## config.mk

```make
export PLATFORM = sky130hd
export DESIGN_NAME = stack_sequencer
export DESIGN_NICKNAME = d
export VERILOG_FILES = /design/src/rtl/stack_sequencer.sv
export SDC_FILE = /design/constraint.sdc
export NUM_CORES = 1
export LEC_CHECK = 0
export BUFFER_PORTS_ARGS = -buffer_cell sky130_fd_sc_hd__clkbuf_2
export CORE_MARGIN = 1
export CORE_UTILIZATION = 54
export CTS_CLUSTER_DIAMETER = 120
export DETAILED_ROUTE_END_ITERATION = 6
export HOLD_SLACK_MARGIN = 0.1
export PLACE_DENSITY_LB_ADDON = 0.12
export SYNTH_ARGS = -nofsm -noshare
export SYNTH_HDL_FRONTEND = slang
export SYNTH_SLANG_ARGS = --single-unit
```

## constraint.sdc

```tcl
create_clock -name clk -period 2.4 [get_ports clk]
set_input_delay 0 -clock clk [delete_from_list [all_inputs] [get_ports clk]]
set_output_delay 0 -clock clk [all_outputs]
set_load 0.01 [all_outputs]
```

## src/rtl/stack_sequencer.sv

```systemverilog
// Command sequencer for the calculator's shift-register stack: turns opcodes into
// push/pop/swap strobes, tracks depth, rejects over/underflow and runs ADD/SUB/CLR.
module stack_sequencer #(
  parameter int STACK_SIZE = 8,
  parameter int WORD_W     = 4,
  localparam int DEPTH_W   = $clog2(STACK_SIZE + 1)
) (
  input  logic               clk,
  input  logic               rst,
  input  logic               cmd_valid,
  output logic               cmd_ready,
  input  logic [2:0]         cmd_op,
  input  logic [WORD_W-1:0]  cmd_imm,
  input  logic [WORD_W-1:0]  top_word,
  input  logic [WORD_W-1:0]  second_word,
  output logic               stk_mode,
  output logic               stk_move,
  output logic               stk_swap,
  output logic [WORD_W-1:0]  stk_word,
  output logic [DEPTH_W-1:0] depth,
  output logic               empty,
  output logic               full,
  output logic               done,
  output logic               err,
  output logic               carry
);

  typedef enum logic [2:0] {IDLE, STEP, POP1, POP2, PUSHR, CLEAR, ERR} state_t;
  typedef enum logic [2:0] {
    OP_NOP, OP_PUSH, OP_POP, OP_SWAP, OP_DUP, OP_ADD, OP_SUB, OP_CLR
  } op_t;

  localparam logic [DEPTH_W-1:0] DEPTH_FULL = DEPTH_W'(STACK_SIZE);
  localparam logic [DEPTH_W-1:0] DEPTH_ONE  = DEPTH_W'(1);
  localparam logic [DEPTH_W-1:0] DEPTH_TWO  = DEPTH_W'(2);

  state_t              state;
  op_t                 op;
  logic                reject;
  logic [WORD_W-1:0]   result;
  logic [WORD_W:0]     sum;
  logic [WORD_W-1:0]   diff;

  assign op        = op_t'(cmd_op);
  assign cmd_ready = (state == IDLE);
  assign empty     = (depth == '0);
  assign full      = (depth == DEPTH_FULL);
  // a = second_word, b = top_word; both are stable while IDLE.
  assign sum       = {1'b0, second_word} + {1'b0, top_word};
  assign diff      = second_word - top_word;

  // NOTE: every variable gets a default before the case so no latch is inferred.
  always_comb begin
    reject = 1'b0;
    case (op)
      OP_PUSH, OP_DUP:        reject = full;
      OP_POP:                 reject = empty;
      OP_SWAP, OP_ADD, OP_SUB: reject = (depth < DEPTH_TWO);
      default:                reject = 1'b0;
    endcase
  end

  // NOTE: state and outputs use non-blocking assignments so every flop samples pre-edge values.
  always_ff @(posedge clk) begin
    if (!rst) begin
      state    <= IDLE;
      depth    <= '0;
      carry    <= 1'b0;
      result   <= '0;
      stk_mode <= 1'b0;
      stk_move <= 1'b0;
      stk_swap <= 1'b0;
      stk_word <= '0;
      done     <= 1'b0;
      err      <= 1'b0;
    end else begin
      stk_mode <= 1'b0;
      stk_move <= 1'b0;
      stk_swap <= 1'b0;
      stk_word <= '0;
      done     <= 1'b0;
      err      <= 1'b0;

      // Depth follows the strobe at the same edge the stack shifts.
      if (stk_move) depth <= stk_mode ? depth + DEPTH_ONE : depth - DEPTH_ONE;

      case (state)
        IDLE: begin
          if (cmd_valid) begin
            if (reject) begin
              state <= ERR;
              done  <= 1'b1;
              err   <= 1'b1;
            end else begin
              case (op)
                OP_NOP: begin
                  state <= STEP;
                  done  <= 1'b1;
                end
                OP_PUSH, OP_DUP: begin
                  state    <= STEP;
                  stk_move <= 1'b1;
                  stk_mode <= 1'b1;
                  stk_word <= (op == OP_PUSH) ? cmd_imm : top_word;
                  done     <= 1'b1;
                end
                OP_POP: begin
                  state    <= STEP;
                  stk_move <= 1'b1;
                  done     <= 1'b1;
                end
                OP_SWAP: begin
                  state    <= STEP;
                  stk_swap <= 1'b1;
                  done     <= 1'b1;
                end
                OP_ADD, OP_SUB: begin
                  state    <= POP1;
                  stk_move <= 1'b1;
                  result   <= (op == OP_ADD) ? sum[WORD_W-1:0] : diff;
                  carry    <= (op == OP_ADD) ? sum[WORD_W] : (second_word < top_word);
                end
                default: begin
                  if (empty) begin
                    state <= STEP;
                    done  <= 1'b1;
                  end else begin
                    state    <= CLEAR;
                    stk_move <= 1'b1;
                    done     <= (depth == DEPTH_ONE);
                  end
                end
              endcase
            end
          end
        end
        POP1: begin
          state    <= POP2;
          stk_move <= 1'b1;
        end
        POP2: begin
          state    <= PUSHR;
          stk_move <= 1'b1;
          stk_mode <= 1'b1;
          stk_word <= result;
          done     <= 1'b1;
        end
        CLEAR: begin
          // depth still holds the pre-pop count during this cycle.
          if (depth > DEPTH_ONE) begin
            stk_move <= 1'b1;
            done     <= (depth == DEPTH_TWO);
          end else begin
            state <= IDLE;
          end
        end
        default: state <= IDLE;
      endcase
    end
  end

endmodule

```

==> results.cfg <==
[status]
status = complete, no violations

[floorplan]
num_io_pins = 35
die_y_um = 56.03
floorplan.initialDensity = 0.5717
die_area_sq_mm = 0.003139
core_region_area_sq_mm = 0.002758
num_rows = 19
die_w_um = 56.03

[setup_path]
critPathMaxFanout = 7
required_ns = 2.63
cp.arrival_ns = 2.43
end_kind = flop
critPathLaunchType = flop
critical_path_class = reg -> reg

[clock_tree]
post_cts_buffers = 0
cts_resized = 0
cts.clk_slew.worst_paths_ns = 0.12
cts.root.buffer_cell = clkbuf_4
cts_max_path_buffers = 2
tritoncts = yes
htreeDepth = 1
cts_hold_buffers = 9
cts_sinks = 21
cts_buffers = 3
clk_latency_ns = 0.31

[routing]
vias = 1506
drt_wl_total_um = 3792
vias_per_cell = 5.883
drc = 0
drt-pass1-iter-count = 4
initialDrtViolationCount = 55
ant_nets = 0
wl_per_cell_um = 14.81

[logic_synthesis]
synth_top_cell_by_area = dfxtp_1
synth_edf_count = 0
ys_warn_count = 0
synthCells = 186
synth_nets = 222
ys_seq_area_frac = 0.2667
synth_top_area_frac = 0.2667
synth_most_common_cell = dfxtp_1
synth_commonest_cells = dfxtp_1 (21), ha_1 (16), nor2_1 (15)
synth_flop_cell = dfxtp_1
async_reset_ff_frac = 0
ys_types = 57
ys_ff_latch = 21
synthTopCellsByArea = dfxtp_1 (27%), ha_1 (13%), o21ai_0 (3.8%)
syn_avg_cell_area_sq_um = 8.476
synth_area_sq_mm = 0.001577

[timing]
setup_viol = 0
period_minus_slack_ns = 2.201
maxSlewViolCount = 0
fin_tns_setup_ns = 0
max_freq_mhz = 454.3
tightest_slew_ns = 0.6867
post-route-period-util = 0.9172
rsz0062_at_grt = false
slew_headroom = 0.5304
skew_ns = 0.001568
hold_viol = 0

[run]
cap_violations = 0

[placed_design]
dpl.hpwl_um = 2884
place_inst = 243
portBuffers = 34
globalplace.congestion = 0.8059

[global_route]
antenna_found_initial = 0
grt_max_degree = 14
grt-ovfl-total = 0
grt_use_total = 0.2561
grt_pass1_wl_um = 6423
grt_pass1_vias = 1420

[pwr]
power.density_mw_per_mm2 = 863.9
ir_drop_uv = 693.9
power_mw = 1.602
p_leak_nw = 0.8527

[layout]
area_growth_pct = 17.62
fillers = 247
fin_nets = 262
stdcell_count = 256
antenna_cells = 0
drive_gt1_frac = 0.2133

[hold_path]
worstHoldPathType = in -> reg
==> metal layers <==
metal / vias up / wire length, um / GRT usage
li1: 755 / - / -
met3: 9 / 183 / 0.03256
met2: 54 / 1776 / 0.4303
met5: - / 0 / 0
met1: 688 / 1761 / 0.3454
met4: 0 / 70 / 0.06969
==> layout make-up <==
type / instances / area [sq um] / area share
clock buffer: 3 / 22.52 / 0.01215
multi-input combinational: 143 / 1055 / 0.5688
inverter: 14 / 52.55 / 0.02834
tap: 31 / 38.79 / 0.02092
timing repair buffer: 43 / 260.3 / 0.1404
sequential: 21 / 420.4 / 0.2267
clock inverter: 1 / 5.005 / 0.002699
==> critical path, cell delays in order, from the launching register on <==
cell and delay [ns]:
dfxtp_1 0.47, inv_1 0.10, ha_1 0.26, and3b_1 0.26
a22o_4 0.29, or4_1 0.49, a311oi_1 0.26
==> cells by family (layout without fill, tap and decap cells) <==
family,after synthesis,after routing,share of synthesized area
xor+xnor,6,6,0.03334
mux,4,4,0.02698
compound gates,49,49,0.2222
fa+ha+maj,18,18,0.1524
buf+inv,22,61,0.06428
flops,21,21,0.2667
simple gates,66,66,0.2341
==> power by group <==
group          total [mW]  internal, mW  switching, mW
Sequential          0.550         0.423          0.128
Clock               0.177        0.0624          0.115
Combinational       0.874         0.389          0.485
Total                1.60         0.874          0.728
==> placed cells by master, fill, tap and decap left out, types with 3 or more instances in the layout <==
cell type      count
clkbuf_2          34
dfxtp_1           21
ha_1              16
nor2_1            15
inv_1             14
o21ai_0           12
nand2_1           12
a21oi_1           10
dlygate4sd3_1      9
nor2b_1            6
nor4_1             5
nor3_1             4
xor2_1             3
or2_2              3
and2_1             3
nand3_1            3
xnor2_1            3
clkbuf_4           3
==> state kept, by name (all words and copies together) (netlist names) <==
signal and flops:
stk_move 1, result 4, carry 1, done 1, err 1, depth 4, stk_word 4, stk_mode 1
state 3, stk_swap 1
==> final timing paths <==
kind / start / slack (ns) / endpoint / depth (start not counted)
worst max-delay path: depth[0]$_SDFFE_PN0P_ / 0.20 / stk_move$_SDFF_PN0_ / 6
worst min-delay path: second_word[3] / 0.13 / carry$_SDFFE_PN0P_ / 4
worst max register to register: depth[0]$_SDFFE_PN0P_ / 0.20 / stk_move$_SDFF_PN0_ / 6
worst min register to register: result[1]$_SDFFE_PN0P_ / 0.48 / stk_word[1]$_SDFF_PN0_ / 2
==> stage by stage <==
step / instance area, sq um / worst slack (ns) / util / hold WS (ns)
after detailed placement: 1737 / 0.2531 / 0.6298 / 0.2832
after CTS: 1854 / 0.1953 / 0.6724 / 0.1365
final: 1854 / 0.1987 / 0.6724 / 0.1322
after global placement: 1737 / 0.3341 / 0.6298 / 0.2840
after floorplan: 1577 / 0.2997 / - / 0.1334
after global routing: 1854 / 0.03709 / 0.6724 / 0.1740
(Power assumes the default switching activity.)
